### src/rtl/fc_pkg.sv
// Shared types for the fully connected layer front end: skewer FSM states and
// the per-stage record carried down each skew lane.
package fc_pkg;

    // Widest element any lane can carry; lanes use the low BitSize bits.
    localparam int FC_DATA_MAX = 32;

    typedef enum logic [1:0] {
        IDLE,
        RUN,
        FLUSH
    } skew_state_t;

    typedef struct packed {
        logic [FC_DATA_MAX-1:0] data;
        logic                   valid;
        logic                   start;
        logic                   last;
    } lane_stage_t;

endpackage

### src/rtl/fc_input_skewer_if.sv
// Row-in / skewed-slice-out bundle between the row source, the skewer and fc_layer.
interface fc_input_skewer_if #(
    parameter int BitSize     = 8,
    parameter int NumOfInputs = 2
);
    import fc_pkg::*;

    logic                                  in_valid;
    logic                                  in_start;
    logic                                  in_last;
    logic [NumOfInputs-1:0][BitSize-1:0]   in_data;
    logic                                  in_ready;
    logic                                  out_valid;
    logic                                  out_start;
    logic                                  out_done;
    logic [NumOfInputs-1:0][BitSize-1:0]   out_data;

    modport master (
        output in_valid, in_start, in_last, in_data,
        input  in_ready, out_valid, out_start, out_done, out_data
    );

    modport slave (
        input  in_valid, in_start, in_last, in_data,
        output in_ready, out_valid, out_start, out_done, out_data
    );

endinterface

### src/rtl/fc_input_skewer_lane.sv
// skew_lane: Depth-stage delay line of lane records that shifts only when adv is high.
module skew_lane
    import fc_pkg::*;
#(
    parameter int BitSize = 8,
    parameter int Depth   = 1
) (
    input  logic               clk,
    input  logic               res_n,
    input  logic               adv,
    input  logic [BitSize-1:0] din_data,
    input  logic               din_valid,
    input  logic               din_start,
    input  logic               din_last,
    output lane_stage_t        dout
);

    lane_stage_t stage_p [Depth];

    always_ff @(posedge clk) begin
        if (!res_n) begin
            for (int k = 0; k < Depth; k++) begin
                stage_p[k] <= '0;
            end
        end else if (adv) begin
            stage_p[0] <= '{data:  FC_DATA_MAX'(din_data),
                            valid: din_valid,
                            start: din_start,
                            last:  din_last};
            for (int k = 1; k < Depth; k++) begin
                stage_p[k] <= stage_p[k-1];
            end
        end
    end

    assign dout = stage_p[Depth-1];

endmodule

### src/rtl/fc_input_skewer.sv
// fc_input_skewer: turns parallel rows into the diagonal stream fc_layer expects,
// padding the ramp-in with dead lanes and flushing the ramp-out on its own.
module fc_input_skewer
    import fc_pkg::*;
#(
    parameter int BitSize     = 8,
    parameter int NumOfInputs = 2
) (
    input  logic          clk,
    input  logic          res_n,
    fc_input_skewer_if.slave bus
);

    localparam int                CNT_W     = $clog2(NumOfInputs) + 1;
    localparam logic [CNT_W-1:0]  FLUSH_LEN = CNT_W'(NumOfInputs - 1);

    skew_state_t                          state;
    logic [CNT_W-1:0]                     flush_cnt;
    logic                                 adv_p1;
    logic                                 accept;
    logic                                 adv;
    lane_stage_t                          lane_out [NumOfInputs];
    logic [NumOfInputs-1:0]               lane_vld;
    logic [NumOfInputs-1:0][BitSize-1:0]  odata;

    assign bus.in_ready = (state != FLUSH);
    // Outside RUN only a start row opens a matrix; anything else is dropped.
    assign accept = bus.in_valid & bus.in_ready & ((state == RUN) | bus.in_start);
    assign adv    = accept | (state == FLUSH);

    always_ff @(posedge clk) begin
        if (!res_n) begin
            state     <= IDLE;
            flush_cnt <= '0;
            adv_p1    <= 1'b0;
        end else begin
            adv_p1 <= adv;
            case (state)
                IDLE, RUN: begin
                    if (accept) begin
                        if (bus.in_last) begin
                            if (NumOfInputs == 1) begin
                                state <= IDLE;
                            end else begin
                                state     <= FLUSH;
                                flush_cnt <= FLUSH_LEN;
                            end
                        end else begin
                            state <= RUN;
                        end
                    end
                end
                FLUSH: begin
                    if (flush_cnt <= CNT_W'(1)) begin
                        state     <= IDLE;
                        flush_cnt <= '0;
                    end else begin
                        flush_cnt <= flush_cnt - 1'b1;
                    end
                end
                default: begin
                    state     <= IDLE;
                    flush_cnt <= '0;
                end
            endcase
        end
    end

    // Lane i is i+1 deep, which produces the one-cycle-per-lane skew.
    for (genvar i = 0; i < NumOfInputs; i++) begin : g_lane
        skew_lane #(
            .BitSize (BitSize),
            .Depth   (i + 1)
        ) u_lane (
            .clk       (clk),
            .res_n     (res_n),
            .adv       (adv),
            .din_data  (accept ? bus.in_data[i] : '0),
            .din_valid (accept),
            .din_start (accept & bus.in_start),
            .din_last  (accept & bus.in_last),
            .dout      (lane_out[i])
        );

        assign lane_vld[i] = lane_out[i].valid;
        assign odata[i]    = lane_out[i].valid ? lane_out[i].data[BitSize-1:0] : '0;
    end

    // Stages hold on a stalled cycle, so the flags are qualified by the last advance.
    assign bus.out_data  = odata;
    assign bus.out_valid = adv_p1 & (|lane_vld);
    assign bus.out_start = adv_p1 & lane_out[0].valid & lane_out[0].start;
    assign bus.out_done  = adv_p1 & lane_out[NumOfInputs-1].valid & lane_out[NumOfInputs-1].last;

endmodule

### src/flat_wrapper.sv
// flat-port wrapper written by rule: the top's interface ports become plain ports
module fc_input_skewer_flat import fc_pkg::*;
#(
    parameter int BitSize     = 8,
    parameter int NumOfInputs = 2
)
  (clk, res_n, bus_in_valid, bus_in_start, bus_in_last, bus_in_data, bus_in_ready, bus_out_valid, bus_out_start, bus_out_done, bus_out_data);
  fc_input_skewer_if #(.BitSize(BitSize), .NumOfInputs(NumOfInputs)) bus_i ();
  input  logic clk;
  input  logic res_n;
  input wire logic [$bits(bus_i.in_valid)-1:0] bus_in_valid;
  input wire logic [$bits(bus_i.in_start)-1:0] bus_in_start;
  input wire logic [$bits(bus_i.in_last)-1:0] bus_in_last;
  input wire logic [$bits(bus_i.in_data)-1:0] bus_in_data;
  output wire logic [$bits(bus_i.in_ready)-1:0] bus_in_ready;
  output wire logic [$bits(bus_i.out_valid)-1:0] bus_out_valid;
  output wire logic [$bits(bus_i.out_start)-1:0] bus_out_start;
  output wire logic [$bits(bus_i.out_done)-1:0] bus_out_done;
  output wire logic [$bits(bus_i.out_data)-1:0] bus_out_data;
  assign bus_i.in_valid = bus_in_valid;
  assign bus_i.in_start = bus_in_start;
  assign bus_i.in_last = bus_in_last;
  assign bus_i.in_data = bus_in_data;
  assign bus_in_ready = bus_i.in_ready;
  assign bus_out_valid = bus_i.out_valid;
  assign bus_out_start = bus_i.out_start;
  assign bus_out_done = bus_i.out_done;
  assign bus_out_data = bus_i.out_data;
  fc_input_skewer #(.BitSize(BitSize), .NumOfInputs(NumOfInputs)) u_core (.clk(clk), .res_n(res_n), .bus(bus_i));
endmodule
### config.mk
export PLATFORM = sky130hd
export DESIGN_NAME = fc_input_skewer_flat
export DESIGN_NICKNAME = d
export VERILOG_FILES = /design/src/rtl/fc_pkg.sv /design/src/rtl/fc_input_skewer_if.sv /design/src/rtl/fc_input_skewer_lane.sv /design/src/rtl/fc_input_skewer.sv /design/src/flat_wrapper.sv
export SDC_FILE = /design/constraint.sdc
export NUM_CORES = 1
export LEC_CHECK = 0
export BUFFER_PORTS_ARGS = -buffer_cell sky130_fd_sc_hd__buf_2
export CELL_PAD_IN_SITES_DETAIL_PLACEMENT = 1
export CELL_PAD_IN_SITES_GLOBAL_PLACEMENT = 2
export CORE_MARGIN = 3
export CORE_UTILIZATION = 33
export CTS_CLUSTER_SIZE = 25
export DETAILED_ROUTE_END_ITERATION = 6
export PLACE_DENSITY = 0.86
export SLEW_MARGIN = 20
export SYNTH_ARGS = -nofsm -noshare
export SYNTH_HDL_FRONTEND = slang
export SYNTH_SLANG_ARGS = --single-unit
### constraint.sdc
create_clock -name clk -period 2.7 [get_ports clk]
set_input_delay 0.405 -clock clk [delete_from_list [all_inputs] [get_ports clk]]
set_output_delay 0.405 -clock clk [all_outputs]
set_load 0.02 [all_outputs]
==> results.md, run 1 <==
* Crit path DAT at 1.76 ns
* Initial Util at 34.97%
* R2r setup slk at 1.08 ns
* Chip width at 71.80 um
* Minimum clock period at 1.619 ns
* First-pass GRT wire length at 4650 um
* Seq cells post-synth at 34
* Syn avg cell area at 13.48 um2
* Critical R2R Launch: u_core.state[0]$_SDFFE_PN0P_
* Drt total wl at 2739 um
* Antenna violations before repair at 0
* Syn nets at 127
* Finished Cell Area at 1788 um2
* Most common cell after layout, fill and taps aside: and2_1
* Leakage at 0.0007949 uW
* Hold Vio Cnt, Final at 0
* Final worst-path setup slack at 1.081 ns
* Kind of critical path: reg -> reg
* Remaining antenna violation count at 0
* Count of hold-fix buffers inserted at cts at 0
* Max VDD drop at 0.2926 mV
* Cts bufs inserted at 5
* Cell variety after synth at 22
* Detailed Place HPWL at 2076 um
* Mapped Area at 1429 um2
* Num ports at 41
* Fill cells at 451
* H-tree levels at 2
* Nets at 172
* Setup TNS Final at 0 ns
* Cells after Synth at 106
* Die height at 71.80 um
* Place WS at 1.016 ns
* Largest net degree at the start of global routing at 30
* Max-slew violation count at 0
* CP required at 2.84 ns
* Post-cts resize count at 0
* Most frequent cells in the layout: 43 x and2_1, 40 x buf_2, 29 x edfxtp_1
* Vias in the first global route at 1026
* PortBufs at 40
* Sequential cell area fraction in the yosys report at 67.95%
* Congestion Overflow GR at 0
* Area added between synthesis and finish at 25.13%
* Post CTS Setup Buffer Count at 0
* Outcome: complete, no violations
* RSZ-0062 raised after global routing: no
* Detailed-route vias per instance at 4.554
* Hold_sp: bus_in_last
* Routed WL per cell at 13.56 um
* Clk slew on worst S/H paths at 0.07 ns
* Clock Latency Late Sink at 0.28 ns
* CP startpoint kind: flip-flop
* Placed Area at 1679 um2
* Post-Route Skew at 0.004602 ns
* Worst slew pin tran at 0.7363 ns
* Period utilisation layout at 59.95%
* Share of cells above drive strength 1 at 32.89%
* Final Setup Violations at 0
* Die area at 5155 um2
* Bufs on Longest Clock Path at 2
* Reg2reg path depth at 3
* Achievable clock frequency at 617.8 MHz
* Synth warn at 0
* Via count at 920
* Critical R2R Capture: u_core.g_lane[1].u_lane.stage_p[0][42]$_SDFFCE_PN0P_
* Drt drc at 0
* DR pass1 iterations at 4
* Core area at 4086 um2
* Global Route Usage Sum at 12.02%
* Worst-path fanout max at 11
* Hold Path End: u_core.state[0]$_SDFFE_PN0P_
* CTS sink cnt at 34
* Row count at 23
* Routability cong. at 0.7380
* Antenna diodes at 0
* Hold Path Class: in -> reg
* Hold depth at 2
* CTS tree: yes
* Slew margin rel. at 50.69%
* Initial drt markers at 46
* PD cells at 665.7 nW/um2
* Max-Cap Viols at 0
* Root buf cell: clkbuf_8
* CP Capture Type: flip-flop
[cells in the mapped netlist]
master     count  area [um2]
a2111oi_0      1       8.760
a21oi_1        2       10.01
a21oi_4        1       16.27
a31oi_1        1       6.260
and2_1        43       269.0
and3_1         3       18.77
and4_1         1       8.760
buf_2          1       5.000
buf_6          1       11.26
clkbuf_1       1       3.750
dfxtp_1        5       100.1
edfxtp_1      29       870.8
inv_1          1       3.750
nand2_1        5       18.77
nand2b_1       3       18.77
nand3b_1       2       15.01
nand4_1        1       6.260
o211a_1        1       10.01
o211ai_1       1       7.510
o21a_1         1       7.510
o21ai_0        1       5.000
o21bai_1       1       7.510
[sequential cells by signal, summed over array words and instances (netlist names)]
name,flops
u_core.g_lane.u_lane.stage_p,29
u_core.flush_cnt,2
u_core.state,2
u_core.adv_p1,1
[critical path, stage by stage, from the launching register on]
cell and delay (ns):
dfxtp_1 0.45, nand3b_1 0.15, a31oi_1 0.64, and2_1 0.23
[routing by layer]
layer | up-vias | global-route usage (%) | share of wire, %
met2 | 20 | 21.22 | 53
li1 | 457 | - | -
met3 | 4 | 4.348 | 4.9
met1 | 439 | 12.64 | 40
met5 | - | 0 | 0
met4 | 0 | 5.637 | 2.1
[power by group]
group / internal [uW] / switching (uW) / total [uW] / leakage, uW
logic: 42.2 / 62.8 / 105 / 0.000382
clock network: 271 / 176 / 448 / 0.0000579
registers: 619 / 18.9 / 638 / 0.000355
total: 932 / 258 / 1190 / 0.000795
[cell type report]
cell class                      count  area (um2)  share of cell area [%]
Inverter                            1       3.754                  0.2099
Clock inverter                      3       40.04                   2.239
Sequential cell                    34       970.9                   54.30
Multi-Input combinational cell     68       434.2                   24.28
Tap cell                           50       62.56                   3.499
Clock buffer                        5       68.82                   3.849
Timing Repair Buffer               41       207.7                   11.62
[worst max path at each step]
| stage | from | to | slack, ns |
|---|---|---|---|
| floorplan | u_core.state[0]$_SDFFE_PN0P_ | u_core.g_lane[0].u_lane.stage_p[0][0]$_SDFFCE_PN0P_ | 0.53 |
| global placement | bus_in_valid | u_core.g_lane[1].u_lane.stage_p[0][43]$_SDFFCE_PN0P_ | 1.20 |
| detailed placement | bus_in_valid | u_core.g_lane[1].u_lane.stage_p[0][42]$_SDFFCE_PN0P_ | 1.02 |
| CTS | u_core.state[0]$_SDFFE_PN0P_ | u_core.g_lane[1].u_lane.stage_p[0][42]$_SDFFCE_PN0P_ | 1.05 |
| global route | u_core.state[0]$_SDFFE_PN0P_ | u_core.g_lane[1].u_lane.stage_p[0][42]$_SDFFCE_PN0P_ | 0.91 |
| finish | u_core.state[0]$_SDFFE_PN0P_ | u_core.g_lane[1].u_lane.stage_p[0][42]$_SDFFCE_PN0P_ | 1.08 |
[stage by stage]
stage          total power [uW]  utilization [%]  hold WS (ns)  instances
6_report                   1190            43.75        0.3881        202
3_3_place_gp              747.0            41.09        0.4204        194
3_5_place_dp              757.3            41.09        0.4329        194
2_1_floorplan             708.9                -        0.4124        106
5_1_grt                    1247            43.75        0.3872        202
4_1_cts                    1206            43.75        0.3719        202
[cells by family after synthesis]
logic type | after synthesis | share of synthesized area (%)
AO/OA/AOI/OAI | 10 | 5.518
buffers and inverters | 4 | 1.663
AND/OR/NAND/NOR | 58 | 24.87
flip-flops | 34 | 67.95
Note: power is estimated with default switching activity, not from simulation.
==> run 2, diff against run 1 <==
- clock period: 2.7 -> 1.6 ns (I/O delays scaled with it)
==> run 2 against run 1 <==
  * Clock power increased by 27%
  * Sequential share of layout area rose by 0.064 points
  * Total power is 54% higher
  * Design area up 0.14%
  * Setup slack got worse by 0.88 ns
  * Largest power group unchanged
  * Highest routed layer unchanged
==> results.md, run 2 (synthesis results as in run 1) <==
* Outcome: complete, no violations
* Place WS at 0.3411 ns
* Worst-path fanout max at 11
* Antenna violations before repair at 0
* Die height at 71.80 um
* Antenna diodes at 0
* CP Capture Type: primary output
* Biggest regs: u_core.g_lane.u_lane.stage_p x29, u_core.flush_cnt x2, u_core.state x2
* Max VDD drop at 0.4074 mV
* CP max stage cell: edfxtp_1
* CTS sink cnt at 34
* Global Route Usage Sum at 11.35%
* Cell Chain, Critical Path: o21a_1 -> buf_2
* Num ports at 41
* Critical R2R Capture: u_core.g_lane[1].u_lane.stage_p[0][5]$_SDFFCE_PN0P_
* Combinational share of power at 10.3%
* CP required at 1.36 ns
* Most common cell after layout, fill and taps aside: and2_1
* Biggest register: u_core.g_lane.u_lane.stage_p
* Capture point of the critical path: bus_out_valid
* Cell-internal power at 1424 uW
* Bufs on Longest Clock Path at 2
* Area added between synthesis and finish at 25.31%
* Largest net degree at the start of global routing at 30
* Minimum clock period at 1.399 ns
* CP peak stage delay at 0.51 ns
* Switching Power at 409.2 uW
* Final Setup Violations at 0
* Clk pwr share at 31.0%
* RSZ-0062 raised after global routing: no
* First-pass GRT wire length at 4567 um
* Share of cells above drive strength 1 at 33.99%
* Setup TNS Final at 0 ns
* Detailed-route vias per instance at 4.512
* Core area at 4086 um2
* Final core utilization at 43.82%
* CTS tree: yes
* Bufs and invs on worst path at 1
* Drt drc at 0
* Crit path DAT at 1.16 ns
* Routed WL per cell at 13.21 um
* Period utilisation layout at 87.45%
* Initial drt markers at 28
* Post CTS Setup Buffer Count at 0
* Leakage at 0.0007930 uW
* Hold Vio Cnt, Final at 0
* Clk slew on worst S/H paths at 0.06 ns
* Fill cells at 467
* Hold Path Class: in -> reg
* Max-slew violation count at 0
* PD cells at 1024 nW/um2
* Reg2reg path depth at 3
* Congestion Overflow GR at 0
* Initial Util at 34.97%
* Total Power at 1833 uW
* Drt total wl at 2682 um
* Vias in the first global route at 987
* Seq pwr share at 58.7%
* Final worst-path setup slack at 0.2009 ns
* Switching share of power at 22.32%
* WHS at 0.1893 ns
* Count of hold-fix buffers inserted at cts at 0
* Max reg flops at 29
* Chip width at 71.80 um
* R2r setup slk at 0.36 ns
* Root buf cell: clkbuf_8
* CP startpoint: u_core.g_lane[1].u_lane.stage_p[0][2]$_SDFFCE_PN0P_
* Slew margin rel. at 78.70%
* Via count at 916
* Nets at 173
* Cts bufs inserted at 5
* Clock Latency Late Sink at 0.27 ns
* Post-cts resize count at 0
* Top delay family on crit path: flip-flops
* Achievable clock frequency at 714.7 MHz
* Most frequent cells in the layout: 43 x and2_1, 40 x buf_2, 29 x edfxtp_1
* Die area at 5155 um2
* PortBufs at 40
* DR pass1 iterations at 3
* Row count at 23
* Kind of critical path: reg -> out
* Routability cong. at 0.8093
* Detailed Place HPWL at 2125 um
* Remaining antenna violation count at 0
* Max-Cap Viols at 0
* Worst slew pin tran at 0.3114 ns
* Critical R2R Launch: u_core.state[1]$_SDFFE_PN0P_
* H-tree levels at 2
* CP startpoint kind: flip-flop
* Cell depth of the worst setup path at 2
* Post-Route Skew at 0.004051 ns
run 2: power by group through the flow:
stage	sequential, uW	clock [uW]	combinational, uW
5_1_grt	1090	633	210
2_1_floorplan	1080	0	117
6_report	1080	569	189
4_1_cts	1080	591	194
3_5_place_dp	1100	0	194
3_3_place_gp	1090	0	183
run 2: layer usage:
metal  part of all wire (%)  global-route usage [%]  routed length, um  up-vias
li1                       -                       -                  -      462
met1                     37                   12.32                979      433
met2                     58                   21.22               1568       19
met3                    4.6                   3.787                123        2
met4                   0.37                   2.505                 10        0
met5                      0                       0                  0        -
run 2: stage by stage:
| stage | area (um2) | std cells |
|---|---|---|
| 5_1_grt | 1790 | 203 |
| 2_1_floorplan | 1439 | 106 |
| 4_1_cts | 1790 | 203 |
| 3_5_place_dp | 1709 | 195 |
| 3_3_place_gp | 1709 | 195 |
| 6_report | 1790 | 203 |
run 2: how the worst min path moves through the flow:
stage	from	endpoint	slack (ns)	depth (start not counted)
global placement	u_core.flush_cnt[1]$_SDFFE_PN0P_	u_core.flush_cnt[1]$_SDFFE_PN0P_	0.42	2
CTS	bus_in_last	u_core.state[0]$_SDFFE_PN0P_	0.19	2
floorplan	bus_in_last	u_core.state[0]$_SDFFE_PN0P_	0.34	1
global route	bus_in_last	u_core.state[0]$_SDFFE_PN0P_	0.20	2
detailed placement	u_core.flush_cnt[1]$_SDFFE_PN0P_	u_core.flush_cnt[1]$_SDFFE_PN0P_	0.44	2
finish	bus_in_last	u_core.state[0]$_SDFFE_PN0P_	0.19	2
run 2: cell type report:
type	count	area, um2	area share (%)
Multi-Input combinational cell	68	441.7	24.67
Clock buffer	6	72.57	4.053
Timing Repair Buffer	42	227.7	12.72
Tap cell	50	62.56	3.494
Clock inverter	2	8.758	0.4892
Sequential cell	34	973.4	54.37
Inverter	1	3.754	0.2096
